--- config.mk ---
export PLATFORM = sky130hd
export DESIGN_NAME = ncsim_uart_injector
export DESIGN_NICKNAME = d
export VERILOG_FILES = /design/src/rtl/ncsim_uart_pkg.sv /design/src/rtl/ncsim_uart_tx_fifo.sv /design/src/rtl/ncsim_uart_injector.sv
export SDC_FILE = /design/constraint.sdc
export NUM_CORES = 1
export LEC_CHECK = 0
export BUFFER_PORTS_ARGS = -buffer_cell sky130_fd_sc_hd__buf_4
export CAP_MARGIN = 15
export CORE_MARGIN = 2
export CORE_UTILIZATION = 48
export CTS_CLUSTER_SIZE = 28
export DETAILED_ROUTE_END_ITERATION = 12
export PLACE_DENSITY_LB_ADDON = 0.15
export SLEW_MARGIN = 40
export SYNTH_ARGS = -nofsm -noshare
export SYNTH_HDL_FRONTEND = slang
export SYNTH_SLANG_ARGS = --single-unit
--- constraint.sdc ---
create_clock -name i_clk -period 3.6 [get_ports i_clk]
set_input_delay 0.72 -clock i_clk [delete_from_list [all_inputs] [get_ports i_clk]]
set_output_delay 0.72 -clock i_clk [all_outputs]
set_load 0.02 [all_outputs]
--- src/rtl/ncsim_uart_pkg.sv ---
// Shared UART definitions for the simulation injector (host-to-core) and the
// printf receiver (core-to-host).
//   UART_DATA_BITS  : data bits per 8N1 frame
//   UART_IDLE_LEVEL : line level while idle and during the stop bit
//   uart_tx_state_e : transmitter FSM states
package ncsim_uart_pkg;

    localparam int unsigned UART_DATA_BITS  = 8;
    localparam logic        UART_IDLE_LEVEL = 1'b1;

    typedef enum logic [1:0] {
        IDLE  = 2'd0,
        START = 2'd1,
        DATA  = 2'd2,
        STOP  = 2'd3
    } uart_tx_state_e;

endpackage

--- src/rtl/ncsim_uart_tx_fifo.sv ---
// Synchronous byte FIFO with first-word-fall-through read data.
//   i_clk, i_rst : clock, asynchronous active-high reset
//   i_push       : write i_wdata (ignored when full)
//   i_pop        : drop head entry (ignored when empty)
//   i_flush      : empty the FIFO; wins over push and pop
//   o_rdata      : head entry, valid whenever !o_empty
//   o_full, o_empty, o_count : occupancy status
module ncsim_uart_tx_fifo
    import ncsim_uart_pkg::*;
#(
    parameter int unsigned DEPTH = 16,
    localparam int unsigned AW   = $clog2(DEPTH),
    localparam int unsigned CW   = AW + 1
) (
    input  logic                      i_clk,
    input  logic                      i_rst,
    input  logic                      i_push,
    input  logic [UART_DATA_BITS-1:0] i_wdata,
    input  logic                      i_pop,
    input  logic                      i_flush,
    output logic [UART_DATA_BITS-1:0] o_rdata,
    output logic                      o_full,
    output logic                      o_empty,
    output logic [CW-1:0]             o_count
);

    if (DEPTH < 2 || (DEPTH & (DEPTH - 1)) != 0) begin : g_depth_check
        $error("ncsim_uart_tx_fifo: DEPTH must be a power of 2 and >= 2");
    end

    logic [UART_DATA_BITS-1:0] r_mem [DEPTH];
    logic [AW-1:0]             r_wptr;
    logic [AW-1:0]             r_rptr;
    logic [CW-1:0]             r_count;
    logic                      w_push;
    logic                      w_pop;

    assign o_full  = (r_count == CW'(DEPTH));
    assign o_empty = (r_count == '0);
    assign o_count = r_count;
    assign o_rdata = r_mem[r_rptr];
    assign w_push  = i_push & ~o_full;
    assign w_pop   = i_pop & ~o_empty;

    always_ff @(posedge i_clk or posedge i_rst) begin
        if (i_rst) begin
            r_wptr  <= '0;
            r_rptr  <= '0;
            r_count <= '0;
        end else if (i_flush) begin
            r_wptr  <= '0;
            r_rptr  <= '0;
            r_count <= '0;
        end else begin
            if (w_push) r_wptr <= r_wptr + AW'(1);
            if (w_pop)  r_rptr <= r_rptr + AW'(1);
            case ({w_push, w_pop})
                2'b10:   r_count <= r_count + CW'(1);
                2'b01:   r_count <= r_count - CW'(1);
                default: r_count <= r_count;
            endcase
        end
    end

    // Storage needs no reset; the pointers define what is valid.
    always_ff @(posedge i_clk) begin
        if (w_push && !i_flush) r_mem[r_wptr] <= i_wdata;
    end

endmodule

--- src/rtl/ncsim_uart_injector.sv ---
// UART 8N1 transmitter driving the SoC uart_rx pin (host-to-core direction).
// Bytes pushed on a valid/ready port are queued and sent LSB-first.
//   i_clk, i_rst     : clock, asynchronous active-high reset
//   i_push_valid/o_push_ready/i_push_data : byte input handshake
//   i_flush          : drop queued bytes; the frame in flight completes
//   o_uart_tx        : registered serial output, idles high
//   o_busy           : frame in flight or bytes queued
//   o_fifo_count     : queued bytes, excluding the one in flight
module ncsim_uart_injector
    import ncsim_uart_pkg::*;
#(
    parameter int unsigned CLK_HZ      = 100000,
    parameter int unsigned UART_CLK_HZ = 1000,
    parameter int unsigned FIFO_DEPTH  = 16,
    localparam int unsigned CW         = $clog2(FIFO_DEPTH) + 1
) (
    input  logic                      i_clk,
    input  logic                      i_rst,
    input  logic                      i_push_valid,
    input  logic [UART_DATA_BITS-1:0] i_push_data,
    output logic                      o_push_ready,
    input  logic                      i_flush,
    output logic                      o_uart_tx,
    output logic                      o_busy,
    output logic [CW-1:0]             o_fifo_count
);

    localparam int unsigned DIV = CLK_HZ / UART_CLK_HZ;
    localparam int unsigned BW  = (DIV > 1) ? $clog2(DIV) : 1;
    localparam int unsigned IW  = $clog2(UART_DATA_BITS);

    if (DIV < 2) begin : g_div_check
        $error("ncsim_uart_injector: CLK_HZ/UART_CLK_HZ must be >= 2");
    end

    uart_tx_state_e            r_state, w_state_d;
    logic [BW-1:0]             r_bcnt, w_bcnt_d;
    logic [IW-1:0]             r_bidx, w_bidx_d;
    logic [UART_DATA_BITS-1:0] r_shreg, w_shreg_d;
    logic                      r_tx, w_tx_d;

    logic                      w_pop;
    logic                      w_can_pop;
    logic                      w_bit_end;
    logic [UART_DATA_BITS-1:0] w_fifo_rdata;
    logic                      w_fifo_full;
    logic                      w_fifo_empty;

    ncsim_uart_tx_fifo #(
        .DEPTH (FIFO_DEPTH)
    ) u_fifo (
        .i_clk   (i_clk),
        .i_rst   (i_rst),
        .i_push  (i_push_valid),
        .i_wdata (i_push_data),
        .i_pop   (w_pop),
        .i_flush (i_flush),
        .o_rdata (w_fifo_rdata),
        .o_full  (w_fifo_full),
        .o_empty (w_fifo_empty),
        .o_count (o_fifo_count)
    );

    // Ready ignores a same-cycle pop so it never depends on the FSM.
    assign o_push_ready = ~w_fifo_full;
    assign o_busy       = (r_state != IDLE) | (o_fifo_count != '0);
    assign o_uart_tx    = r_tx;

    assign w_can_pop = ~w_fifo_empty & ~i_flush;
    assign w_bit_end = (r_bcnt == BW'(DIV - 1));

    always_comb begin
        w_state_d = r_state;
        w_bcnt_d  = r_bcnt;
        w_bidx_d  = r_bidx;
        w_shreg_d = r_shreg;
        w_pop     = 1'b0;
        case (r_state)
            IDLE: begin
                if (w_can_pop) begin
                    w_pop     = 1'b1;
                    w_shreg_d = w_fifo_rdata;
                    w_bcnt_d  = '0;
                    w_state_d = START;
                end
            end
            START: begin
                w_bcnt_d = r_bcnt + BW'(1);
                if (w_bit_end) begin
                    w_bcnt_d  = '0;
                    w_bidx_d  = '0;
                    w_state_d = DATA;
                end
            end
            DATA: begin
                w_bcnt_d = r_bcnt + BW'(1);
                if (w_bit_end) begin
                    w_bcnt_d  = '0;
                    w_shreg_d = {1'b0, r_shreg[UART_DATA_BITS-1:1]};
                    if (r_bidx == IW'(UART_DATA_BITS - 1)) begin
                        w_state_d = STOP;
                    end else begin
                        w_bidx_d = r_bidx + IW'(1);
                    end
                end
            end
            STOP: begin
                w_bcnt_d = r_bcnt + BW'(1);
                if (w_bit_end) begin
                    w_bcnt_d = '0;
                    // Chain straight into the next start bit: no idle gap.
                    if (w_can_pop) begin
                        w_pop     = 1'b1;
                        w_shreg_d = w_fifo_rdata;
                        w_state_d = START;
                    end else begin
                        w_state_d = IDLE;
                    end
                end
            end
            default: w_state_d = IDLE;
        endcase
    end

    // Line level follows the current state, one cycle behind it.
    always_comb begin
        w_tx_d = UART_IDLE_LEVEL;
        case (r_state)
            START:   w_tx_d = 1'b0;
            DATA:    w_tx_d = r_shreg[0];
            default: w_tx_d = UART_IDLE_LEVEL;
        endcase
    end

    always_ff @(posedge i_clk or posedge i_rst) begin
        if (i_rst) begin
            r_state <= IDLE;
            r_bcnt  <= '0;
            r_bidx  <= '0;
            r_shreg <= '0;
            r_tx    <= UART_IDLE_LEVEL;
        end else begin
            r_state <= w_state_d;
            r_bcnt  <= w_bcnt_d;
            r_bidx  <= w_bidx_d;
            r_shreg <= w_shreg_d;
            r_tx    <= w_tx_d;
        end
    end

endmodule

==> impl_metrics.json, run 1 <==
{
  "grt_pass1_wl_um": 23160,
  "synth_area_um2": 7076,
  "antenna_cells": 0,
  "timing.fmax_mhz": 345.1,
  "tns_ns": 0,
  "synthDistinctLibCells": 58,
  "path_max_fanout": 10,
  "synth_top_area_cell": "edfxtp_1",
  "fin_util_pct": 55.34,
  "routedWlPerCell_um": 20.98,
  "cp-end-kind": "flip-flop",
  "grt_max_degree": 27,
  "clock_latency_ns": 0.43,
  "status": "finished, final reports clean",
  "preCtsSetupSlack_ns": 0.6985,
  "power_density_nw_per_um2": 484.5,
  "syn_inst": 470,
  "synthDominantCellAreaShare_pct": 54.32,
  "crit_chain": "or4_4 -> o21ai_4 -> nand3_4 -> xnor2_1 -> ha_1 -> o31a_2 -> o32a_1 -> mux2_4",
  "fin_crit_ns": 2.897,
  "first_global_vias": 4030,
  "cts_tree": "done",
  "drive_gt1_share_pct": 18.00,
  "min_path_type": "in2async",
  "synth.most_common_cell": "edfxtp_1",
  "async_flop_share_pct": 20.99,
  "io_buffers": 19,
  "fp.dieW_um": 125.4,
  "path_clk_slew_ns": 0.06,
  "cts-resized-gates": 0,
  "ys_warn_count": 0,
  "fin_nets": 526,
  "vias_per_cell": 5.804,
  "post-cts-setup-buffers": 0,
  "cp.arrival_ns": 3.21,
  "multi_input_area_um2": 2225,
  "cts_buffer_depth": 2,
  "synth_ff_type": "edfxtp_1",
  "syn_nets": 498,
  "rsz0062_at_grt": "no",
  "synth_area_leaders": "edfxtp_1 (54%), dfrtp_1 (12%), mux4_2 (5.1%), mux2i_1 (4.5%), a221oi_1 (2.8%)",
  "stdcell_count": 695,
  "hold_viol_final": 0,
  "ctsHtreeMaxLevel": 4,
  "maxSlewViolCount": 0,
  "grt-ovfl-total": 0,
  "ant_nets": 0,
  "drtPass1Iterations": 7,
  "drv_cap": 0,
  "wl_um": 14580,
  "cp_slowest_cell": "or4_4",
  "antenna_found_initial": 0,
  "dp_cells": 663,
  "num_rows": 44,
  "setup_slack_ns": 0.7027,
  "tightest_slew_ns": 0.7483,
  "path_class": "reg2reg",
  "grt_usage_pct": 19.58,
  "reg2reg_slack_ns": 0.70,
  "cts_buffers": 17,
  "synthToLayoutAreaGrowth_pct": 13.24,
  "hpwl_um": 9424,
  "cp-start-kind": "flip-flop",
  "synth_edf_count": 128,
  "fp.dieArea_um2": 15730,
  "cts.sinks": 162,
  "ys_seq_area_share_pct": 66.37,
  "coreArea_um2": 14480,
  "crit_required_ns": 3.91,
  "synth_area_per_cell_um2": 15.05,
  "drc": 0,
  "ioPinCount": 20,
  "relSlewSlack_pct": 50.11,
  "ys_top_cells_by_count": "edfxtp_1 (128), dfrtp_1 (33), mux2i_1 (32)",
  "start_util_pct": 48.87,
  "r2r_cells": 8,
  "p_leak_nw": 2.736,
  "dr.first_iter.drc_count": 276,
  "synth_seq_cells": 162,
  "setup_viol": 0,
  "rr_startpoint": "u_fifo.o_count[1]",
  "reg2reg_to": "u_fifo.o_count[4]",
  "vias": 4034,
  "ctsHoldBuffers": 0,
  "nFillCells": 1156,
  "peakVddDrop_v": 0.0003460,
  "routabilityCongestion": 0.8322,
  "fp.dieH_um": 125.4,
  "root_buffer": "clkbuf_16",
  "fin_skew_ns": 0.007943,
  "period_share_pct": 80.48,
  "slowest_delay_ns": 0.61,
  "hold_ws_ns": 0.3684,
  "register_area_um2": 4697
}
worst max-delay path by stage:
stage	from	endpoint	slack (ns)
after CTS	u_fifo.o_count[1]	u_fifo.o_count[4]	0.72
after global placement	i_flush	u_fifo.o_count[4]	0.75
after detailed placement	i_flush	u_fifo.o_count[4]	0.70
after global routing	u_fifo.o_count[1]	u_fifo.o_count[4]	0.56
after floorplan	u_fifo.o_count[1]	u_fifo.o_count[4]	0.79
final	u_fifo.o_count[1]	u_fifo.o_count[4]	0.70
cell families after synthesis:
family | after synthesis | synth area share (%)
adder cells (fa/ha/maj) | 16 | 2.829
buffers and inverters | 36 | 2.193
XOR/XNOR | 9 | 1.114
AO/OA/AOI/OAI | 95 | 9.921
AND/OR/NAND/NOR | 102 | 7.586
flip-flops | 162 | 66.37
multiplexers | 50 | 9.991
state kept, by name, summed over array words and instances (netlist names):
register	cells
r_shreg	8
o_uart_tx	1
u_fifo.o_count	5
u_fifo.r_mem	128
u_fifo.r_wptr	4
u_fifo.r_rptr	4
r_bcnt	7
r_state	2
r_bidx	3
per-layer routing:
metal | part of all wire (%) | wire, um | up-vias | global-route usage (%)
met5 | 0 | 0 | - | 0
met1 | 47 | 6856 | 2032 | 28.16
met2 | 48 | 6937 | 87 | 30.05
li1 | - | - | 1903 | -
met4 | 0.99 | 144 | 0 | 6.209
met3 | 4.4 | 642 | 12 | 4.365
layout make-up:
| cell class | count | share of cell area (%) |
|---|---|---|
| clock buffers | 17 | 5.309 |
| clock inverters | 15 | 1.765 |
| inverters | 15 | 0.7027 |
| multi-input cells | 272 | 27.76 |
| flip-flops and latches | 162 | 58.62 |
| well taps | 184 | 2.873 |
| repair buffers | 30 | 2.967 |
through the flow:
| stage | instance area [um^2] | total power [mW] |
|---|---|---|
| after CTS | 8013 | 3.917 |
| after detailed placement | 7446 | 2.212 |
| after global routing | 8013 | 3.995 |
| after floorplan | 7076 | 2.155 |
| final | 8013 | 3.882 |
| after global placement | 7446 | 2.206 |
critical path, delay by kind of cell, from the launching register on:
kind                     cells  cell delay [ns]
AO/OA/AOI/OAI                3             0.83
XOR/XNOR                     1             0.15
adder cells (fa/ha/maj)      1             0.24
flip-flops                   1             0.52
multiplexers                 1             0.30
AND/OR/NAND/NOR              2             0.74
cell usage in the layout (no fill, tap or decap), types with 5 or more instances in the layout:
| master | n |
|---|---|
| mux2i_1 | 32 |
| o21ai_0 | 15 |
| inv_8 | 5 |
| inv_1 | 14 |
| o211ai_1 | 9 |
| o21a_1 | 7 |
| mux4_2 | 16 |
| edfxtp_1 | 128 |
| dfrtp_1 | 32 |
| a221oi_1 | 23 |
| clkbuf_16 | 17 |
| and2_1 | 14 |
| nor3_1 | 7 |
| nand3_1 | 12 |
| nor2_1 | 24 |
| nand2_1 | 25 |
| ha_1 | 16 |
| buf_4 | 29 |
| a21oi_1 | 12 |
| xor2_1 | 5 |
power by group:
| group | leakage (nW) | switching [mW] | internal (mW) |
|---|---|---|---|
| Sequential | 1.59 | 0.0127 | 2.04 |
| Clock | 0.279 | 0.794 | 0.917 |
| Combinational | 0.863 | 0.0803 | 0.0417 |
Note: power is estimated with default switching activity, not from simulation.
==> run 2, diff against run 1 <==
--- a/config.mk
+++ b/config.mk
@@ -5,6 +5,7 @@
 export SDC_FILE = /design/constraint.sdc
 export NUM_CORES = 1
 export LEC_CHECK = 0
+export ABC_AREA = 1
 export BUFFER_PORTS_ARGS = -buffer_cell sky130_fd_sc_hd__buf_4
 export CAP_MARGIN = 15
 export CORE_MARGIN = 2
==> constraint.sdc (replaced) <==
create_clock -name i_clk -period 2.8 [get_ports i_clk]
set_input_delay 0.56 -clock i_clk [delete_from_list [all_inputs] [get_ports i_clk]]
set_output_delay 0.56 -clock i_clk [all_outputs]
set_load 0.02 [all_outputs]
==> run 2 against run 1 <==
Core utilization grew 0.57 points. Critical path depth grew 6. Clock power increased by 20%. Wire length rose by 8.8%. Synthesized cell count rose by 36%. Critical endpoint unchanged. Largest power group unchanged. Highest routed layer unchanged.
==> impl_metrics.json, run 2 <==
{
  "crit_chain": "ha_1 -> nand2_1 -> nor2_2 -> nand3_2 -> nand2_4 -> nand3_4 -> inv_1 -> ha_1 -> inv_1 -> nor2_1 -> nor2_1 -> nand3_1 -> nand3_1 -> nand2_1",
  "power_frac_clock_pct": 42.6,
  "drive_gt1_share_pct": 15.36,
  "ys_warn_count": 0,
  "fp.dieH_um": 125.9,
  "synthDominantCellAreaShare_pct": 53.92,
  "timing.fmax_mhz": 456.5,
  "path_max_fanout": 6,
  "p_comb_share_pct": 2.8,
  "vias": 4869,
  "grt-ovfl-total": 0,
  "relSlewSlack_pct": 68.47,
  "rsz0062_at_grt": "no",
  "p_sw_mw": 1.030,
  "min_path_type": "in2async",
  "crit_required_ns": 3.12,
  "largest_reg_flops": 128,
  "preCtsSetupSlack_ns": 0.6640,
  "swShare_pct": 21.43,
  "drv_cap": 0,
  "period_share_pct": 78.24,
  "cts-resized-gates": 0,
  "p_int_mw": 3.778,
  "ioPinCount": 20,
  "synth_xor_xnor_area_share_pct": 0.3686,
  "ant_nets": 0,
  "fp.dieArea_um2": 15840,
  "synth_ff_type": "edfxtp_1",
  "clock_latency_ns": 0.42,
  "cts_tree": "done",
  "hpwl_um": 10440,
  "tightest_slew_ns": 0.4671,
  "nFillCells": 1283,
  "post-cts-setup-buffers": 0,
  "coreArea_um2": 14530,
  "peakVddDrop_v": 0.0004894,
  "synth.most_common_cell": "edfxtp_1",
  "ctsHoldBuffers": 0,
  "final_common_cell": "edfxtp_1",
  "power_frac_seq_pct": 54.6,
  "synth_edf_count": 128,
  "tns_ns": 0,
  "cp-end-kind": "flip-flop",
  "synth_area_per_cell_um2": 11.17,
  "final_cell_mix": "edfxtp_1 (128), nand2_1 (125), nor2_1 (63)",
  "grt_max_degree": 67,
  "synth-compound-area-share_pct": 10.67,
  "crit_buf_inv": 2,
  "maxSlewViolCount": 0,
  "synth_simple_gate_area_share_pct": 16.13,
  "synth_area_leaders": "edfxtp_1 (54%), dfrtp_1 (12%), nand2_1 (6.6%), o21ai_0 (4.0%), nor2_1 (3.3%)",
  "synth_top_area_cell": "edfxtp_1",
  "hold_viol_final": 0,
  "setup_viol": 0,
  "synth_area_um2": 7128,
  "fin_skew_ns": 0.01107,
  "wl_um": 15860,
  "synth_mux_area_share_pct": 0,
  "cts_buffer_depth": 2,
  "drc": 0,
  "grt_pass1_wl_um": 25760,
  "reg_top3": "u_fifo.r_mem x128, r_shreg x8, r_bcnt x7",
  "async_flop_share_pct": 20.99,
  "slowest_delay_ns": 0.40,
  "cp_slowest_cell": "dfrtp_1",
  "antenna_found_initial": 0,
  "cts.sinks": 162,
  "ctsHtreeMaxLevel": 4,
  "ys_top_cells_by_count": "edfxtp_1 (128), nand2_1 (125), nor2_1 (63)",
  "drtPass1Iterations": 5,
  "regMostFlops": "u_fifo.r_mem",
  "num_rows": 44,
  "synth_top_family_by_area": "simple AND/OR/NAND/NOR gates",
  "p_leak_nw": 3.071,
  "syn_inst": 638,
  "cp-start-kind": "flip-flop",
  "dr.first_iter.drc_count": 464,
  "setup_slack_ns": 0.6093,
  "yosys.area_share.adder_pct": 2.808,
  "cp.arrival_ns": 2.51,
  "cts_buffers": 17,
  "io_buffers": 19,
  "start_util_pct": 49.04,
  "routabilityCongestion": 0.8469,
  "syn_nets": 666,
  "crit_family": "simple AND/OR/NAND/NOR gates",
  "fp.dieW_um": 125.9,
  "synth_seq_cells": 162,
  "synthToLayoutAreaGrowth_pct": 13.99,
  "power_density_nw_per_um2": 591.7,
  "synthDistinctLibCells": 41,
  "vias_per_cell": 5.571,
  "first_global_vias": 4768,
  "antenna_cells": 0,
  "status": "finished, final reports clean",
  "root_buffer": "clkbuf_16",
  "path_class": "reg2reg",
  "routedWlPerCell_um": 18.15,
  "path_clk_slew_ns": 0.06,
  "fin_nets": 705,
  "grt_usage_pct": 21.20,
  "ys_seq_area_share_pct": 65.88,
  "fin_crit_ns": 2.191
}
run 2: changes by cell type after synthesis, moves of 14 or more:
cell / before / now
mux4_2: 16 / 0
mux2i_1: 32 / 0
a21oi_1: 12 / 29
nor2_1: 24 / 63
nand2_1: 25 / 125
a221oi_1: 23 / 0
o21ai_0: 15 / 57
and2_1: 14 / 0
inv_1: 15 / 36
run 2: kinds of logic after synthesis:
logic type | after synthesis
buffers and inverters | 71
adders and majority gates | 16
xor gates and xnor gates | 3
AOI/OAI and AO/OA | 130
DFF | 162
and+or+nand+nor | 256
run 2: path summary, 6_finish.rpt:
check | from | cells past startpoint | slack [ns] | end
setup / recovery | r_bcnt[0] | 14 | 0.61 | u_fifo.o_count[4]
hold / removal | i_rst | 2 | 0.13 | u_fifo.o_count[0]
setup reg to reg | r_bcnt[0] | 14 | 0.61 | u_fifo.o_count[4]
hold reg to reg | r_shreg[1] | 2 | 0.49 | r_shreg[1]
max in group asynchronous | i_rst | 3 | 2.08 | o_uart_tx
min in group i_clk | i_flush | 2 | 0.41 | u_fifo.r_rptr[1]
run 2: power groups by stage:
stage | sequential, mW | clock, mW | combinational (mW)
after detailed placement | 2.68 | 0 | 0.137
final | 2.63 | 2.05 | 0.134
after CTS | 2.63 | 2.08 | 0.137
after global routing | 2.63 | 2.19 | 0.150
after floorplan | 2.68 | 0 | 0.0594
after global placement | 2.68 | 0 | 0.134
run 2: per-stage QoR:
step	total power, mW	instances	hold slack, ns	utilization (%)	cell area [um^2]
floorplan	2.737	638	0.4492	-	7128
global placement	2.809	842	0.4694	52.32	7605
detailed placement	2.813	842	0.4709	52.32	7605
CTS	4.840	874	0.1339	55.91	8125
global route	4.968	874	0.1539	55.91	8125
finish	4.808	874	0.1302	55.91	8125
run 2: area by class of cell:
| class | instances | area, um^2 | share of cell area [%] |
|---|---|---|---|
| Clock buffer | 18 | 429.2 | 5.282 |
| Clock inverter | 14 | 91.34 | 1.124 |
| Inverter | 45 | 170.2 | 2.094 |
| Multi-Input combinational cell | 405 | 2137 | 26.30 |
| Sequential cell | 162 | 4697 | 57.81 |
| Tap cell | 184 | 230.2 | 2.833 |
| Timing Repair Buffer | 46 | 370.4 | 4.558 |
run 2: worst register-to-register path: stages, from the launching register on:
cell and delay (ns):
dfrtp_1 0.40, ha_1 0.23, nand2_1 0.08, nor2_2 0.18, nand3_2 0.12, nand2_4 0.13, nand3_4 0.12, inv_1 0.09
ha_1 0.25, inv_1 0.08, nor2_1 0.04, nor2_1 0.12, nand3_1 0.10, nand3_1 0.10, nand2_1 0.05
run 2: per-layer routing:
metal	part of all wire, %	GRT usage [%]	wire [um]
met1	46	29.53	7258
met2	48	34.21	7640
met4	1.4	6.270	226
met5	0	0	0
met3	4.6	4.248	733
